--- src/rtl/uart_tx_arbiter_pkg.sv ---
`default_nettype none
// +------------------------------------------------------------------+
// | uart_tx_arbiter_pkg: state encodings and sizing helpers          |
// | Rev 1.0                                                          |
// +------------------------------------------------------------------+
package uart_tx_arbiter_pkg;

  localparam logic [2:0] S_IDLE   = 3'd0;
  localparam logic [2:0] S_GRANT  = 3'd1;
  localparam logic [2:0] S_WRITE  = 3'd2;
  localparam logic [2:0] S_SETTLE = 3'd3;
  localparam logic [2:0] S_DRAIN  = 3'd4;

  // Idle-timeout counter width; never narrower than one bit.
  function automatic int cnt_width(input int cycles);
    return (cycles > 1) ? $clog2(cycles) : 1;
  endfunction

endpackage
`default_nettype wire

--- src/rtl/uart_tx_arbiter_rr_pick.sv ---
`default_nettype none
// +------------------------------------------------------------------+
// | uart_tx_arbiter_rr_pick: round-robin select, first request at or |
// | above the pointer with wrap. Rev 1.0                              |
// +------------------------------------------------------------------+
module uart_tx_arbiter_rr_pick #(
  parameter int NREQ = 4
) (
  input  logic [NREQ-1:0]         i_req,
  input  logic [$clog2(NREQ)-1:0] i_ptr,
  output logic [NREQ-1:0]         o_onehot,
  output logic [$clog2(NREQ)-1:0] o_idx,
  output logic                    o_any
);

  localparam int c_idx_w = $clog2(NREQ);

  logic [c_idx_w-1:0] w_pos [NREQ];

  for (genvar k = 0; k < NREQ; k++) begin : g_pos
    assign w_pos[k] = c_idx_w'((int'(i_ptr) + k) % NREQ);
  end

  // Scan from farthest offset down so the nearest request wins.
  always_comb begin
    o_onehot = '0;
    o_idx    = '0;
    o_any    = 1'b0;
    for (int k = NREQ - 1; k >= 0; k--) begin
      if (i_req[w_pos[k]]) begin
        o_idx = w_pos[k];
        o_any = 1'b1;
      end
    end
    o_onehot[o_idx] = o_any;
  end

endmodule
`default_nettype wire

--- src/rtl/uart_tx_arbiter.sv ---
`default_nettype none
// +------------------------------------------------------------------+
// | uart_tx_arbiter: message-granular round-robin sharing of the     |
// | fifo_uart transmit port with idle timeout. Rev 1.0                |
// +------------------------------------------------------------------+
module uart_tx_arbiter
  import uart_tx_arbiter_pkg::*;
#(
  parameter int NREQ           = 4,
  parameter int TIMEOUT_CYCLES = 1024
) (
  input  logic              clk,
  input  logic              reset,
  input  logic [NREQ-1:0]   req,
  input  logic [NREQ-1:0]   req_valid,
  input  logic [NREQ*8-1:0] req_data,
  input  logic [NREQ-1:0]   req_last,
  output logic [NREQ-1:0]   req_ready,
  output logic [NREQ-1:0]   grant,
  output logic              uart_wr,
  output logic [7:0]        uart_tx_data,
  input  logic              uart_busy
);

  localparam int c_idx_w = $clog2(NREQ);
  localparam int c_cnt_w = cnt_width(TIMEOUT_CYCLES);
  localparam logic [c_idx_w-1:0] c_last_idx = c_idx_w'(NREQ - 1);
  localparam logic [c_cnt_w-1:0] c_tmo_last = c_cnt_w'(TIMEOUT_CYCLES - 1);

  logic [2:0]         r_state, w_state_nxt;
  logic [NREQ-1:0]    r_grant, w_grant_nxt;
  logic [c_idx_w-1:0] r_gidx, w_gidx_nxt;
  logic [c_idx_w-1:0] r_ptr, w_ptr_nxt;
  logic [c_cnt_w-1:0] r_cnt, w_cnt_nxt;
  logic [7:0]         r_byte, w_byte_nxt;
  logic               r_last, w_last_nxt;
  logic [NREQ-1:0]    r_ready, w_ready_nxt;
  logic               r_wr, w_wr_nxt;

  logic [NREQ-1:0]    w_pick_onehot;
  logic [c_idx_w-1:0] w_pick_idx;
  logic               w_pick_any;
  logic               w_accept, w_release;
  logic               w_req_g, w_valid_g, w_last_g;
  logic [7:0]         w_data_g;
  logic [c_idx_w-1:0] w_ptr_after;

  uart_tx_arbiter_rr_pick #(.NREQ(NREQ)) u_rr_pick (
    .i_req    (req),
    .i_ptr    (r_ptr),
    .o_onehot (w_pick_onehot),
    .o_idx    (w_pick_idx),
    .o_any    (w_pick_any)
  );

  assign w_req_g     = req[r_gidx];
  assign w_valid_g   = req_valid[r_gidx];
  assign w_last_g    = req_last[r_gidx];
  assign w_data_g    = req_data[8*r_gidx +: 8];
  // Releasing owner drops to lowest priority.
  assign w_ptr_after = (r_gidx == c_last_idx) ? '0 : r_gidx + c_idx_w'(1);

  always_ff @(posedge clk or posedge reset) begin
    if (reset) begin
      r_state <= S_IDLE;
      r_grant <= '0;
      r_gidx  <= '0;
      r_ptr   <= '0;
      r_cnt   <= '0;
      r_byte  <= '0;
      r_last  <= 1'b0;
      r_ready <= '0;
      r_wr    <= 1'b0;
    end else begin
      r_state <= w_state_nxt;
      r_grant <= w_grant_nxt;
      r_gidx  <= w_gidx_nxt;
      r_ptr   <= w_ptr_nxt;
      r_cnt   <= w_cnt_nxt;
      r_byte  <= w_byte_nxt;
      r_last  <= w_last_nxt;
      r_ready <= w_ready_nxt;
      r_wr    <= w_wr_nxt;
    end
  end

  always_comb begin
    w_state_nxt = r_state;
    w_accept    = 1'b0;
    w_release   = 1'b0;
    case (r_state)
      S_IDLE: if (w_pick_any) w_state_nxt = S_GRANT;
      S_GRANT: begin
        if (w_valid_g && !uart_busy) begin
          w_accept    = 1'b1;
          w_state_nxt = S_WRITE;
        end else if (!w_req_g || (r_cnt == c_tmo_last)) begin
          w_release   = 1'b1;
          w_state_nxt = S_IDLE;
        end
      end
      S_WRITE:  w_state_nxt = S_SETTLE;
      S_SETTLE: w_state_nxt = S_DRAIN;
      S_DRAIN: begin
        if (!uart_busy) begin
          if (r_last || !w_req_g) begin
            w_release   = 1'b1;
            w_state_nxt = S_IDLE;
          end else begin
            w_state_nxt = S_GRANT;
          end
        end
      end
      default: w_state_nxt = S_IDLE;
    endcase
  end

  always_comb begin
    w_grant_nxt = r_grant;
    w_gidx_nxt  = r_gidx;
    w_ptr_nxt   = r_ptr;
    w_cnt_nxt   = r_cnt;
    w_byte_nxt  = r_byte;
    w_last_nxt  = r_last;
    w_ready_nxt = '0;
    w_wr_nxt    = 1'b0;
    if (r_state == S_IDLE && w_pick_any) begin
      w_grant_nxt = w_pick_onehot;
      w_gidx_nxt  = w_pick_idx;
      w_cnt_nxt   = '0;
    end
    if (r_state == S_GRANT && !w_accept && !w_release)
      w_cnt_nxt = r_cnt + c_cnt_w'(1);
    if (r_state == S_DRAIN && w_state_nxt == S_GRANT)
      w_cnt_nxt = '0;
    // Byte, ready pulse and write strobe all launch on the same edge.
    if (w_accept) begin
      w_byte_nxt  = w_data_g;
      w_last_nxt  = w_last_g;
      w_ready_nxt = r_grant;
      w_wr_nxt    = 1'b1;
    end
    if (w_release) begin
      w_grant_nxt = '0;
      w_ptr_nxt   = w_ptr_after;
    end
  end

  assign req_ready    = r_ready;
  assign grant        = r_grant;
  assign uart_wr      = r_wr;
  assign uart_tx_data = r_byte;

endmodule
`default_nettype wire
--- config.mk ---
export PLATFORM = sky130hd
export DESIGN_NAME = uart_tx_arbiter
export DESIGN_NICKNAME = d
export VERILOG_FILES = /design/src/rtl/uart_tx_arbiter_pkg.sv /design/src/rtl/uart_tx_arbiter_rr_pick.sv /design/src/rtl/uart_tx_arbiter.sv
export SDC_FILE = /design/constraint.sdc
export NUM_CORES = 1
export LEC_CHECK = 0
export ABC_AREA = 1
export BUFFER_PORTS_ARGS = -buffer_cell sky130_fd_sc_hd__buf_4
export CAP_MARGIN = 10
export CORE_ASPECT_RATIO = 0.6
export CORE_UTILIZATION = 52
export CTS_CLUSTER_DIAMETER = 60
export CTS_CLUSTER_SIZE = 28
export DETAILED_ROUTE_END_ITERATION = 16
export PLACE_DENSITY = 0.8
export SYNTH_ARGS = -nofsm -noshare
export SYNTH_HDL_FRONTEND = slang
export SYNTH_HIERARCHICAL = 1
export SYNTH_SLANG_ARGS = --single-unit
--- constraint.sdc ---
create_clock -name clk -period 1.9 [get_ports clk]
set_input_delay 0.38 -clock clk [delete_from_list [all_inputs] [get_ports clk]]
set_output_delay 0.38 -clock clk [all_outputs]
set_load 0.01 [all_outputs]
==> results.sh <==
export IMPL_status="completed"
export IMPL_seq_power_share_pct=28.4
export IMPL_p_clk_share_pct=13.4
export IMPL_fin_crit_sh_pct=92.27
export IMPL_yosys_area_top_type="dfrtp_1"
export IMPL_power_switching_uw=1895
export IMPL_clock_sinks=35
export IMPL_final_cell_mix="nand2_1 (108), buf_4 (72), dfrtp_1 (34), inv_1 (32), nor2_1 (32)"
export IMPL_numCtsBuffers=5
export IMPL_holdBufCountCts=0
export IMPL_cpMostUsedCell="nand2_1"
export IMPL_ctsLongestPathBuffers=2
export IMPL_mostFrequentLayoutCell="nand2_1"
export IMPL_drive_gt1_share_pct=28.82
export IMPL_groute_usage_overall_pct=25.90
export IMPL_cpPeakStageDelay_ns=0.46
export IMPL_end_kind="register"
export IMPL_drc=0
export IMPL_max_cap_violations=0
export IMPL_crit_chain="buf_2, nand2_1, nand2_2, nand2_1, nand2_1, nor2_1, nand3_2, nand4_4, inv_4, nor2_4, nand3_1, nand2_1"
export IMPL_ys_ff_latch=35
export IMPL_hold_violations=0
export IMPL_htreeDepth=2
export IMPL_worst_path_buf_inv=2
export IMPL_fp_dieW_um=87.25
export IMPL_yosys_warnings=6
export IMPL_wl_um=5430
export IMPL_peakVddDrop_mv=0.6034
export IMPL_dp_slack_ns=0.01607
export IMPL_yosys_area_top_type_share_pct=38.63
export IMPL_vias=2323
export IMPL_nFillCells=362
export IMPL_drt_iter0_markers=122
export IMPL_p_int_uw=2133
export IMPL_cpLargestDelayFamily="simple AND/OR/NAND/NOR gates"
export IMPL_overflow=0
export IMPL_die_area_mm2=0.004637
export IMPL_max_freq_mhz=570.4
export IMPL_hp_class="in2async"
export IMPL_regArea_um2=877.1
export IMPL_r2r_setup_slack_ns=0.15
export IMPL_drtAntennaViolNets=0
export IMPL_io_buffers=63
export IMPL_worst_slack_ns=0.1469
export IMPL_cts_tree="done"
export IMPL_rr_worst_depth=12
export IMPL_p_per_area_mw_per_mm2=1370
export IMPL_root_buffer="clkbuf_8"
export IMPL_cp_max_fo=10
export IMPL_design_area_mm2=0.002940
export IMPL_slew_headroom_pct=70.58
export IMPL_placed_area_mm2=0.002804
export IMPL_setup_viol=0
export IMPL_fp_row_count=18
export IMPL_r2r_start="r_ptr[0]"
export IMPL_worstPathRequired_ns=2.12
export IMPL_yosysSeqAreaShare_pct=38.63
export IMPL_min_period_ns=1.753
export IMPL_grt_pass1_vias=2120
export IMPL_area_delta_synth_final_pct=29.69
export IMPL_clock_skew_ns=0.007248
export IMPL_core_mm2=0.004144
export IMPL_startpoint_type="register"
export IMPL_grt_start_max_net_pins=36
export IMPL_ios=64
export IMPL_synthTopCellsByArea="dfrtp_1 (39%), nand2_1 (18%), nand3_1 (6.2%), inv_1 (5.3%), nor2_1 (5.3%)"
export IMPL_gp_congestion=0.8803
export IMPL_vias_per_cell=5.061
export IMPL_antenna_found_initial=0
export IMPL_syn_area_mm2=0.002267
export IMPL_slew_viol_final=0
export IMPL_clk_pin_slew_ns=0.07
export IMPL_crit_cells=12
export IMPL_combPwrFrac_pct=58.2
export IMPL_worstSetupPathType="reg2reg"
export IMPL_wire_per_inst_um=11.83
export IMPL_p_leak_uw=0.001610
export IMPL_worst_slew_pin_slew_ns=0.4413
export IMPL_synth_cells=328
export IMPL_initial_core_util_pct=54.71
export IMPL_synth_cell_types=30
export IMPL_syn_nets=377
export IMPL_antenna_cells=0
export IMPL_critPathArrivalTime_ns=1.98
export IMPL_switching_share_pct=47.04
export IMPL_crit_path_top_delay_cell="dfrtp_2"
export IMPL_firstDrtPassIters=4
export IMPL_reg2reg_to="r_cnt[0]"
export IMPL_dp_hpwl_um=4137
export IMPL_final_nets=448
export IMPL_clkLatencyLatePin_ns=0.28
export IMPL_avgSynthCellArea_um2=6.912
export IMPL_grt_pass1_wl_um=9197
export IMPL_multi_input_area_mm2=0.001205
export IMPL_dieHeight_um=53.15
logic make-up after synthesis:
logic type	synth area share, %
flip-flops	38.63
AO/OA/AOI/OAI	9.327
adder cells (fa/ha/maj)	1.104
XOR/XNOR	2.704
AND/OR/NAND/NOR	38.91
buffers and inverters	9.327
what timing repair did:
item / in CTS / in global routing
gates resized for setup: 0 / 6
setup buffers: 0 / 3
setup endpoints to repair: 0 / 17
layer usage:
metal  track usage, %  share of wire (%)  up-vias
li1                 -                  -     1171
met1            34.28                 47     1074
met2            42.06                 46       73
met3            7.644                7.0        5
met4            6.011               0.63        0
met5                0                  0        -
per-stage QoR:
| stage | utilization, % | total power [uW] | std cells | setup TNS, ns | hold slack (ns) |
|---|---|---|---|---|---|
| 2_1_floorplan | - | 2742 | 328 | 0 | 0.4966 |
| 3_3_place_gp | 67.66 | 3306 | 448 | 0 | 0.4662 |
| 3_5_place_dp | 67.66 | 3348 | 448 | 0 | 0.4690 |
| 4_1_cts | 69.78 | 3894 | 455 | 0 | 0.2038 |
| 5_1_grt | 70.95 | 4392 | 459 | -0.02394 | 0.2546 |
| 6_report | 70.95 | 4028 | 459 | 0 | 0.1881 |
sequential cells by signal, indices dropped and copies added (netlist names):
signal        count
r_cnt            10
uart_tx_data      8
grant             4
req_ready         4
r_state           3
r_gidx            2
r_ptr             2
r_last            1
uart_wr           1
power by group through the flow:
stage                     clock network, uW  logic (uW)  registers, uW
after detailed placement                  0        2190           1160
final                                   540        2340           1140
after global placement                    0        2150           1150
after global routing                    577        2640           1170
after CTS                               547        2190           1150
after floorplan                           0        1600           1140
cells in the mapped netlist, drive strengths merged:
cell type,n
o31ai,1
nand3,31
a21oi,6
buf,8
nor3,4
o22ai,9
clkbuf,2
ha,2
xnor2,3
inv,38
dfrtp,35
nor2,37
o21a,1
nand3b,1
xor2,4
nand4,1
nand2,123
o21ai,22
area by class of cell:
class                      instances  area share, %
timing repair buffer              73          18.55
sequential                        35          29.83
tap                               60          2.553
multi-input combinational        246          40.98
clock inverter                     1         0.1702
clock buffer                       6          2.809
inverter                          38          5.106
worst max-delay path by stage:
stage,startpoint,endpoint,slack (ns)
2_1_floorplan,r_ptr[0],r_cnt[6],0.27
3_3_place_gp,r_ptr[0],r_cnt[6],0.09
3_5_place_dp,r_ptr[0],r_cnt[4],0.02
4_1_cts,r_ptr[0],r_cnt[3],0.01
5_1_grt,r_ptr[0],r_cnt[1],-0.01
6_report,r_ptr[0],r_cnt[0],0.15
worst min-delay path, delay by kind of cell:
kind / cells / cell delay (ns)
buf+inv: 3 / 0.52
Power figures use the tool's default switching activity.
